### src/rtl/mult_seq_ctrl_if.sv
// mult_seq_ctrl_if: handshake and data bundle for the shift-add multiplier sequencer.
//   start, a, b : operand source -> sequencer (start sampled only while ready=1)
//   ready, busy : sequencer status (IDLE / RUN)
//   done, z     : one-cycle completion pulse and held 2N-bit product
//   idx         : current partial-product row (observability only)
// master = operand source/consumer side, slave = sequencer side.
interface mult_seq_ctrl_if #(
   parameter int unsigned N = 4
);
   localparam int unsigned ZW = 2 * N;
   localparam int unsigned IW = (N > 1) ? $clog2(N) : 1;

   logic          start;
   logic [N-1:0]  a;
   logic [N-1:0]  b;
   logic          ready;
   logic          busy;
   logic          done;
   logic [ZW-1:0] z;
   logic [IW-1:0] idx;

   modport master (
      output start, a, b,
      input  ready, busy, done, z, idx
   );

   modport slave (
      input  start, a, b,
      output ready, busy, done, z, idx
   );
endinterface

### src/rtl/mult_seq_ctrl.sv
// mult_seq_ctrl: multi-cycle unsigned shift-add multiplier sequencer.
// One operand pair is captured per accepted start; each RUN cycle adds one
// partial-product row (a & b[i]) << i into a 2N-bit accumulator. After the
// last row the product is loaded into z and done pulses for one cycle.
// Ports:
//   clk  : rising-edge clock
//   rst  : synchronous, active-high reset
//   bus  : mult_seq_ctrl_if.slave (start/a/b in; ready/busy/done/z/idx out)
// Optional build macro MULT_SEQ_EARLY_EXIT_EN: finish as soon as no set
// multiplier bits remain above the current row.
module mult_seq_ctrl #(
   parameter int unsigned N = 4
) (
   input  logic            clk,
   input  logic            rst,
   mult_seq_ctrl_if.slave  bus
);
   localparam int unsigned ZW = 2 * N;
   localparam int unsigned IW = (N > 1) ? $clog2(N) : 1;

   typedef enum logic [1:0] {
      S_IDLE = 2'd0,
      S_RUN  = 2'd1,
      S_DONE = 2'd2
   } state_e;

   state_e        state_q, state_d;
   logic [N-1:0]  a_q, a_d;
   logic [N-1:0]  b_q, b_d;
   logic [ZW-1:0] acc_q, acc_d;
   logic [ZW-1:0] z_q, z_d;
   logic [IW-1:0] idx_q, idx_d;
   logic          ready_q, ready_d;
   logic          busy_q, busy_d;
   logic          done_q, done_d;

   logic [ZW-1:0] row_add;
   logic [ZW-1:0] acc_sum;
   logic          last_row;

   // Next-state, datapath and registered-output computation
   always_comb begin
      state_d = state_q;
      a_d     = a_q;
      b_d     = b_q;
      acc_d   = acc_q;
      z_d     = z_q;
      idx_d   = idx_q;

      // Partial-product row for the current index, zero-extended before shifting
      row_add  = b_q[idx_q] ? (ZW'(a_q) << idx_q) : '0;
      acc_sum  = acc_q + row_add;
`ifdef MULT_SEQ_EARLY_EXIT_EN
      // Stop once no multiplier bits remain above this row; skipped rows add zero
      last_row = (idx_q == IW'(N - 1)) || (((b_q >> idx_q) >> 1) == N'(0));
`else
      last_row = (idx_q == IW'(N - 1));
`endif

      case (state_q)
         S_IDLE: begin
            if (bus.start) begin
               a_d     = bus.a;
               b_d     = bus.b;
               acc_d   = '0;
               idx_d   = '0;
               state_d = S_RUN;
            end
         end
         S_RUN: begin
            acc_d = acc_sum;
            if (last_row) begin
               z_d     = acc_sum;
               idx_d   = '0;
               state_d = S_DONE;
            end else begin
               idx_d = IW'(idx_q + 1'b1);
            end
         end
         S_DONE: begin
            state_d = S_IDLE;
         end
         default: begin
            state_d = S_IDLE;
         end
      endcase

      // Status outputs are registered versions of the next state
      ready_d = (state_d == S_IDLE);
      busy_d  = (state_d == S_RUN);
      done_d  = (state_d == S_DONE);
   end

   // State and output registers
   always_ff @(posedge clk) begin
      if (rst) begin
         state_q <= S_IDLE;
         a_q     <= '0;
         b_q     <= '0;
         acc_q   <= '0;
         z_q     <= '0;
         idx_q   <= '0;
         ready_q <= 1'b1;
         busy_q  <= 1'b0;
         done_q  <= 1'b0;
      end else begin
         state_q <= state_d;
         a_q     <= a_d;
         b_q     <= b_d;
         acc_q   <= acc_d;
         z_q     <= z_d;
         idx_q   <= idx_d;
         ready_q <= ready_d;
         busy_q  <= busy_d;
         done_q  <= done_d;
      end
   end

   assign bus.ready = ready_q;
   assign bus.busy  = busy_q;
   assign bus.done  = done_q;
   assign bus.z     = z_q;
   assign bus.idx   = idx_q;

endmodule

### src/flat_wrapper.sv
// flat-port wrapper written by rule: the top's interface ports become plain ports
module mult_seq_ctrl_flat 
#(
   parameter int unsigned N = 4
)
  (clk, rst, bus_start, bus_a, bus_b, bus_ready, bus_busy, bus_done, bus_z, bus_idx);
  mult_seq_ctrl_if #(.N(N)) bus_i ();
  input  logic clk;
  input  logic rst;
  input wire logic [$bits(bus_i.start)-1:0] bus_start;
  input wire logic [$bits(bus_i.a)-1:0] bus_a;
  input wire logic [$bits(bus_i.b)-1:0] bus_b;
  output wire logic [$bits(bus_i.ready)-1:0] bus_ready;
  output wire logic [$bits(bus_i.busy)-1:0] bus_busy;
  output wire logic [$bits(bus_i.done)-1:0] bus_done;
  output wire logic [$bits(bus_i.z)-1:0] bus_z;
  output wire logic [$bits(bus_i.idx)-1:0] bus_idx;
  assign bus_i.start = bus_start;
  assign bus_i.a = bus_a;
  assign bus_i.b = bus_b;
  assign bus_ready = bus_i.ready;
  assign bus_busy = bus_i.busy;
  assign bus_done = bus_i.done;
  assign bus_z = bus_i.z;
  assign bus_idx = bus_i.idx;
  mult_seq_ctrl #(.N(N)) u_core (.clk(clk), .rst(rst), .bus(bus_i));
endmodule
### config.mk
export PLATFORM = sky130hd
export DESIGN_NAME = mult_seq_ctrl_flat
export DESIGN_NICKNAME = d
export VERILOG_FILES = /design/src/rtl/mult_seq_ctrl_if.sv /design/src/rtl/mult_seq_ctrl.sv /design/src/flat_wrapper.sv
export SDC_FILE = /design/constraint.sdc
export NUM_CORES = 1
export LEC_CHECK = 0
export ABC_CLOCK_PERIOD_IN_PS = 2200
export CORE_UTILIZATION = 51
export CTS_BUF_LIST = sky130_fd_sc_hd__clkbuf_2 sky130_fd_sc_hd__clkbuf_4 sky130_fd_sc_hd__clkbuf_8
export DETAILED_ROUTE_END_ITERATION = 8
export PLACE_DENSITY = 0.78
export SYNTH_ARGS = -nofsm -noshare
export SYNTH_HDL_FRONTEND = slang
export SYNTH_SLANG_ARGS = --single-unit
### constraint.sdc
create_clock -name clk -period 2.2 [get_ports clk]
set_input_delay 0.44 -clock clk [delete_from_list [all_inputs] [get_ports clk]]
set_output_delay 0.44 -clock clk [all_outputs]
set_load 0.02 [all_outputs]
After elaboration in Yosys (flattened, before gate mapping)
Cells that the tools add are included.
- mux-type cells: 11
- add/sub/neg operators: 2
- shift operators: 1
- equality and inequality tests: 5
- magnitude comparators: 1
- reduce and logical (&&, ||, !) cells: 6
- operators with widths (kind ; number):
    8-bit 2-to-1 mux ; 2
    8-bit one-hot mux with 2 select lines ; 1
    8-bit adder ; 1
    2-bit 2-to-1 mux ; 4
    2-bit one-hot mux with 2 select lines ; 2
    4-bit by 2-bit << shifter with 8-bit output ; 1
    2-bit AND reduction ; 3
    2-bit by 1-bit equality test with 1-bit output (second input constant) ; 2
    2-bit equality test (second input constant) ; 2
    2-bit logical NOT ; 2
    2-bit by 3-bit less-than comparator with 1-bit output (second input constant) ; 1
    2-bit by 1-bit adder with 2-bit output (second input constant) ; 1
    1-bit binary-select mux with 2-bit select ; 1
    2-bit != test (second input constant) ; 1
    2-bit nonzero test ; 1
    1-bit 2-to-1 mux ; 1
- bits of input ports: 11
- output and inout port bits: 13
- register bits after elaboration: 31

Logic depth before layout (Yosys ltp)
Gate-level depths: netlist of run 1.
- word-level depth: 5
- gate-level depth with buffers: 10

Least setup slack after synthesis of run 1
No wires, ideal clock.
- kind: register to register
- start: reg u_core.idx_q[0], in the netlist u_core.bus.idx[0]
- end: reg u_core.acc_q[6]
- required time: 2071 ps
- clock period less this slack: 2539 ps
- buffers on the path: 0
- cell stages (with the launch flop): 8
- path slack: -339 ps
- data arrival time: 2410 ps
- library setup time: 129 ps
- cells stage by stage: dfxtp_1 > mux4_2 > and2_1 > ha_1 > and2b_2 > o311a_2 > a211oi_2 > o31ai_1
- longest elaborated chain between the ends: 5
- RTL lines (item ; RTL line ; RTL):
    from (decl) ; mult_seq_ctrl.sv:32 ; logic [IW-1:0] idx_q, idx_d;
    from (signal assigned) ; mult_seq_ctrl.sv:112 ; idx_q <= idx_d;
    1-bit binary-select mux with 2-bit select ; mult_seq_ctrl.sv:51 ; row_add = b_q[idx_q] ? (ZW'(a_q) << idx_q) : '0;
    1-bit 2-to-1 mux (implied by the code) ; mult_seq_ctrl.sv:51 ;
    8-bit 2-to-1 mux * ; mult_seq_ctrl.sv:51 ;
    8-bit adder * ; mult_seq_ctrl.sv:52 ; acc_sum = acc_q + row_add;
    8-bit one-hot mux with 2 select lines * ; mult_seq_ctrl.sv:60 ; case (state_q)
    to (signal assigned) ; mult_seq_ctrl.sv:100 ; acc_q <= '0;
    to (signal assigned) ; mult_seq_ctrl.sv:110 ; acc_q <= acc_d;
    to (decl) ; mult_seq_ctrl.sv:30 ; logic [ZW-1:0] acc_q, acc_d;
Every way passes the cells marked *; elsewhere a longest branch is shown, timed or not. The select of a mux whose other input is x is not followed.
A chain may end at the register's enable or synchronous reset.

Final worst setup path of run 1
- start: reg u_core.idx_q[0], in the netlist u_core.bus.idx[0]
- end: reg u_core.z_q[6], in the netlist u_core.bus.z[6]
- longest elaborated chain between the ends: 4
- RTL lines (item ; RTL line ; RTL):
    1-bit binary-select mux with 2-bit select ; mult_seq_ctrl.sv:51 ;
    1-bit 2-to-1 mux (implied by the code) ; mult_seq_ctrl.sv:51 ;
    8-bit 2-to-1 mux ; mult_seq_ctrl.sv:51 ;
    8-bit adder ; mult_seq_ctrl.sv:52 ;
    to (signal assigned) ; mult_seq_ctrl.sv:111 ; z_q <= z_d;
    to (decl) ; mult_seq_ctrl.sv:31 ; logic [ZW-1:0] z_q, z_d;
Several ways; a longest one is shown, not always the timed one. The select of a mux whose other input is x is not followed.

==> results of run 1 <==
-- metrics by stage --
step	cells	hold slack (ps)	utilization
floorplan	186	436	-
global placement	257	442	0.660
detailed placement	257	447	0.660
CTS	267	462	0.690
global route	270	476	0.719
finish	270	463	0.719
-- final timing paths --
kind,startpoint,endpoint,slack [ps],cells after the start
setup / recovery,u_core.bus.idx[0],u_core.bus.z[6],10,7
hold / removal,u_core.bus.z[2],u_core.bus.z[2],460,2
setup reg to reg,u_core.bus.idx[0],u_core.bus.z[6],10,7
hold reg to reg,u_core.bus.z[2],u_core.bus.z[2],460,2
-- cell usage after synthesis, drive strengths merged (4+ instances only) --
cell type	n
a21oi	8
and2	4
buf	5
clkbuf	5
dfxtp	31
ha	8
inv	5
mux2i	10
nand2	16
nand2b	4
nand3	5
nand3b	6
nand4	4
nor2	24
nor3	5
o21ai	6
-- power breakdown --
part           switching, mW  internal, mW  total [mW]
sequential            0.0155         0.575       0.591
clock                  0.198         0.200       0.398
combinational         0.0660        0.0723       0.138
-- worst register-to-register path, cell delays in order (launching register included) --
cell	delay (ps)
dfxtp_4	370
mux4_2	520
and2_4	170
ha_4	220
and2b_2	230
o311a_4	320
a211oi_4	180
o31ai_1	80
-- cells by family after synthesis --
logic type	count (synthesis)
buffers and inverters	15
muxes	12
xor gates and xnor gates	1
DFF	31
and+or+nand+nor	77
AOI/OAI and AO/OA	41
adders and majority gates	9
-- routing by layer --
layer	vias to the layer above	GRT usage
li1	753	-
met5	-	0
met2	32	0.404
met1	688	0.301
met4	0	0.0850
met3	6	0.0699
-- flip-flops by register name (all words and copies together), names as in the netlist --
| signal | count |
|---|---|
| u_core.bus.busy | 1 |
| u_core.acc_q | 8 |
| u_core.b_q | 4 |
| u_core.bus.done | 1 |
| u_core.a_q | 4 |
| u_core.state_q | 2 |
| u_core.bus.z | 8 |
| u_core.bus.idx | 2 |
| u_core.bus.ready | 1 |
-- area by class of cell --
cell class,count,share of cell area
clock buffer,8,0.0325
inverter,5,0.00841
multi-input combinational,140,0.484
sequential,31,0.282
tap,44,0.0247
timing repair buffer,42,0.169
-- what timing repair did --
action / in CTS / in global routing
endpoints found under the setup margin: 6 / 9
buffers inserted: 2 / 3
pin swaps: 0 / 8
resized for setup: 3 / 12
==> metrics.cfg, run 1 <==
[timing]
maxSlewViolCount = 0
finalClockSkew_ps = 17.0
setup_viol = 0
setup_slack_ps = 13.4
rsz0062_at_grt = yes
min_period_over_period = 0.994
fin_tns_setup_ps = 0
fmax_ghz = 0.457
slew_headroom = 0.641
hold_viol_final = 0
layout_min_cycle_time_ps = 2190
worst_pin_slew_ps = 539

[synthesis]
synth_flop_cell = dfxtp_1
netlist.area_leader.share = 0.368
synth_edf_count = 0
syn_area_um2 = 1680
ys_seq_area_frac = 0.368
async_flop_share = 0
mappedNetlistNets = 206
yosys.area_share.simple = 0.236
synthTopCellsByArea = dfxtp_1 (37%), ha_1 (5.9%), mux2i_1 (5.9%)
avgSynthCellArea_um2 = 9.05
synth_xor_area_frac = 0.00520
synth_mux_area_frac = 0.0795
ys_ff_latch = 31
synth.distinct_cells = 47
synth_fa_ha_area_frac = 0.0713
yosys_warnings = 0
synth_cells = 186
synth_top_family_by_area = simple AND/OR/NAND/NOR gates
synth_compound_gate_area_share = 0.196
yosys.area.top_type = dfxtp_1

[placement]
io_buffers = 23
dp_hpwl_um = 2850
dp_worst_setup_slack_ps = -25.9
place_area_um2 = 2050
gp_congestion = 0.860

[final_layout]
layout_commonest_cell = dfxtp_1
drive_above_1_share = 0.239
nNetsFinal = 245
mostFrequentLayoutCells = dfxtp_1 (29), nor2_1 (24), clkdlybuf4s50_1 (23)
final_area_um2 = 2230
nFillCells = 244
area_growth_pct = 32.5
antenna_cells = 0
regArea_um2 = 628
multi_input_area_um2 = 1080

[cts]
cts_root_buf = clkbuf_4
numClockSinks = 31
cts_buffer_depth = 2
cts_tree = built
cts.clk_slew.worst_paths_ps = 100
cts_buffers = 5
hold_buffers = 0
cts_max_level = 2
insertion_delay_ps = 340

[grt]
grt_first_pass_wirelength_um = 6300
antenna_found_initial = 0
grt_max_degree = 19
overflow = 0
grt_util_all_layers = 0.244
grt_pass1_vias = 1373

[critical_path]
cp-start-kind = register
critPathRequiredTime_ps = 2420
cp.arrival_ps = 2410
cp_max_fo = 4
critical_path_class = register to register
path_delay_family = compound AO/OA/AOI/OAI gates
slowest_stage = mux4_2
slowest_delay_ps = 520
cp-end-kind = register
timing.critical_path.cells = mux4_2 -> and2_4 -> ha_4 -> and2b_2 -> o311a_4 -> a211oi_4 -> o31ai_1
crit_buf_inv = 0

[status]
outcome = complete, no violations

[floorplan]
num_rows = 20
die_area_um2 = 3540
coreArea_um2 = 3100
die_h_um = 59.5
ios = 24
die_x_um = 59.5
initial_utilization = 0.543

[drt]
wl_met1_um = 1770
vias_per_cell = 5.48
ant_nets = 0
drtIter0Drc = 66
routed_wirelength_um = 3950
dr_wl_met2_um = 1990
drc = 0
wl_per_cell_um = 14.6
route.met3.wl_um = 150
routed.top_layer = met4
vias = 1479
first_pass_iters = 4

[power_and_ir_drop]
power.total_mw = 1.13
powerDensity_nw_per_um2 = 505
vdd_drop_max_uv = 304
p_leak_nw = 0.876

[job]
maxCapViolations = 0

[hold_path]
hold_path_class = register to register

(Power assumes the default switching activity.)
==> run 2: changes to the inputs <==
Settings changed: ABC_AREA from default to 1.
==> run 2 against run 1 <==
Sequential power rose by 2%. Combinational power rose by 41%. Synthesized cell count rose by 22%. Flip-flop and latch count did not move. Setup slack improved by 140 ps. Clock-buffer cell count fell by 2. Cell count rose by 11%. Critical path type unchanged. Largest power group unchanged.
==> metrics.cfg, run 2 <==
[drt]
vias = 1465
vias_per_cell = 4.87
drc = 0
ant_nets = 0
wl_per_cell_um = 10.9
first_pass_iters = 4
drtIter0Drc = 32
routed_wirelength_um = 3270

[cts]
cts_max_level = 2
cts_tree = built
cts_buffers = 5
cts_root_buf = clkbuf_4
insertion_delay_ps = 340
cts.clk_slew.worst_paths_ps = 90
hold_buffers = 0
cts_buffer_depth = 2
numClockSinks = 31

[grt]
antenna_found_initial = 0
grt_use_met3 = 0.0584
overflow = 0
grt_pass1_vias = 1268
grt_max_degree = 20
grt_util_all_layers = 0.210
grt_use_met2 = 0.321
grt_util_met1 = 0.280
grt_first_pass_wirelength_um = 5500
grt_busiest_layer = met2

[synthesis]
synthTopCellsByArea = dfxtp_1 (36%), nand2_1 (9.4%), nor2_1 (6.8%)
synth_edf_count = 0
async_flop_share = 0
synth_cells = 227
yosys.area.top_type = dfxtp_1
mappedNetlistNets = 247
syn_area_um2 = 1710
netlist.area_leader.share = 0.363
ys_ff_latch = 31
yosys_warnings = 0
synth.distinct_cells = 36
netlist_top_cells_count = nand2_1 (43), dfxtp_1 (31), nor2_1 (31), inv_1 (20), nand3_1 (13)
synth_most_common_cell = nand2_1
avgSynthCellArea_um2 = 7.54
ys_seq_area_frac = 0.363
synth_flop_cell = dfxtp_1

[critical_path]
cp-end-kind = register
critical_path_class = register to register
cp_max_fo = 7
slowest_stage = dfxtp_4
path_delay_family = simple AND/OR/NAND/NOR gates
cp-start-kind = register
crit_top_cell = or2_1
timing.critical_path.cells = buf_4 -> mux2i_2 -> o21ai_0 -> nand2_1 -> inv_1 -> ha_4 -> or2_1 -> and2_4 -> or2_1 -> nand3_2 -> a21oi_2
slowest_delay_ps = 400
crit_buf_inv = 2
critPathRequiredTime_ps = 2430
cp.arrival_ps = 2270

[power_and_ir_drop]
p_seq_frac = 0.530
p_sw_uw = 321
combPwrFrac = 0.171
vdd_drop_max_uv = 400
swShare = 0.283
powerDensity_nw_per_um2 = 541
p_int_uw = 815
p_leak_nw = 0.946
p_clk_frac = 0.300

[final_layout]
area_growth_pct = 22.6
antenna_cells = 0
drive_above_1_share = 0.233
nNetsFinal = 277
nFillCells = 274
mostFrequentLayoutCells = nand2_1 (43), nor2_1 (29), dfxtp_1 (29)
layout_commonest_cell = nand2_1
stdcell_count = 301

[timing]
whs_ps = 474
slew_headroom = 0.796
maxSlewViolCount = 0
worst_pin_slew_ps = 305
setup_viol = 0
layout_min_cycle_time_ps = 2040
hold_viol_final = 0
rsz0062_at_grt = yes
fmax_ghz = 0.489
min_period_over_period = 0.929
finalClockSkew_ps = 5.33

[floorplan]
ios = 24
coreArea_um2 = 3130
initial_utilization = 0.547
die_area_um2 = 3590
num_rows = 20
die_h_um = 59.9
die_x_um = 59.9

[hold_path]
hold_path_class = register to register

[job]
maxCapViolations = 0

[placement]
dp_hpwl_um = 2370
gp_congestion = 0.891
placed_cells = 292
io_buffers = 23

[status]
outcome = complete, no violations

## run 2: metrics by stage
step            util  instance area, um^2  setup TNS, ps  worst slack [ps]  power, mW
3_3_place_gp   0.636                 1990              0              76.2      0.793
2_1_floorplan      -                 1710              0              83.0      0.740
5_1_grt        0.671                 2100          -62.6             -39.2       1.19
4_1_cts        0.654                 2050              0              41.5       1.12
3_5_place_dp   0.636                 1990              0              56.2      0.795
6_report       0.671                 2100              0               155       1.14
## run 2: per-layer routing
metal  part of all wire  up-vias  wire length, um
li1                   -      787                -
met1               0.49      640             1610
met2               0.45       30             1480
met3              0.039        8              127
met4              0.017        0               56
met5                  0        -                0
## run 2: layout make-up
| class | count | area [um^2] | share of cell area |
|---|---|---|---|
| tap | 44 | 55.1 | 0.0262 |
| multi-input combinational | 163 | 988 | 0.471 |
| inverter | 28 | 105 | 0.0501 |
| clock buffer | 6 | 51.3 | 0.0244 |
| sequential | 31 | 626 | 0.298 |
| clock inverter | 1 | 5.00 | 0.00239 |
| timing repair buffer | 28 | 268 | 0.128 |
## run 2: kinds of logic after synthesis
group                    count (synthesis)  synth area share
multiplexers                             2            0.0117
AO/OA/AOI/OAI                           37             0.133
adder cells (fa/ha/maj)                  9            0.0702
flip-flops                              31             0.363
buffers and inverters                   33            0.0804
XOR/XNOR                                 2            0.0102
AND/OR/NAND/NOR                        113             0.332
## run 2: worst paths after layout
| kind | startpoint | to | slack (ps) | depth (start not counted) |
|---|---|---|---|---|
| setup / recovery | u_core.bus.idx[0] | u_core.acc_q[4] | 160 | 11 |
| hold / removal | u_core.bus.z[2] | u_core.bus.z[2] | 470 | 2 |
| setup reg to reg | u_core.bus.idx[0] | u_core.acc_q[4] | 160 | 11 |
| hold reg to reg | u_core.bus.z[2] | u_core.bus.z[2] | 470 | 2 |
## run 2: what timing repair did
item,4_1_cts,5_1_grt
setup endpoints to repair,1,9
gates cloned,0,0
pin swaps,0,2
buffers inserted,0,2
gates resized for setup,1,13
## run 2: power groups by stage
stage | clock (mW) | sequential, mW | combinational (mW)
after global placement | 0 | 0.615 | 0.178
after CTS | 0.337 | 0.602 | 0.180
final | 0.340 | 0.601 | 0.194
after detailed placement | 0 | 0.615 | 0.180
after global routing | 0.371 | 0.604 | 0.218
after floorplan | 0 | 0.616 | 0.124
## run 2: worst reg2reg max path, cell delays in order (launching register included)
cell and delay [ps]:
dfxtp_4 400, buf_4 150, mux2i_2 220, o21ai_0 100, nand2_1 60, inv_1 60
ha_4 220, or2_1 220, and2_4 170, or2_1 220, nand3_2 80, a21oi_2 50
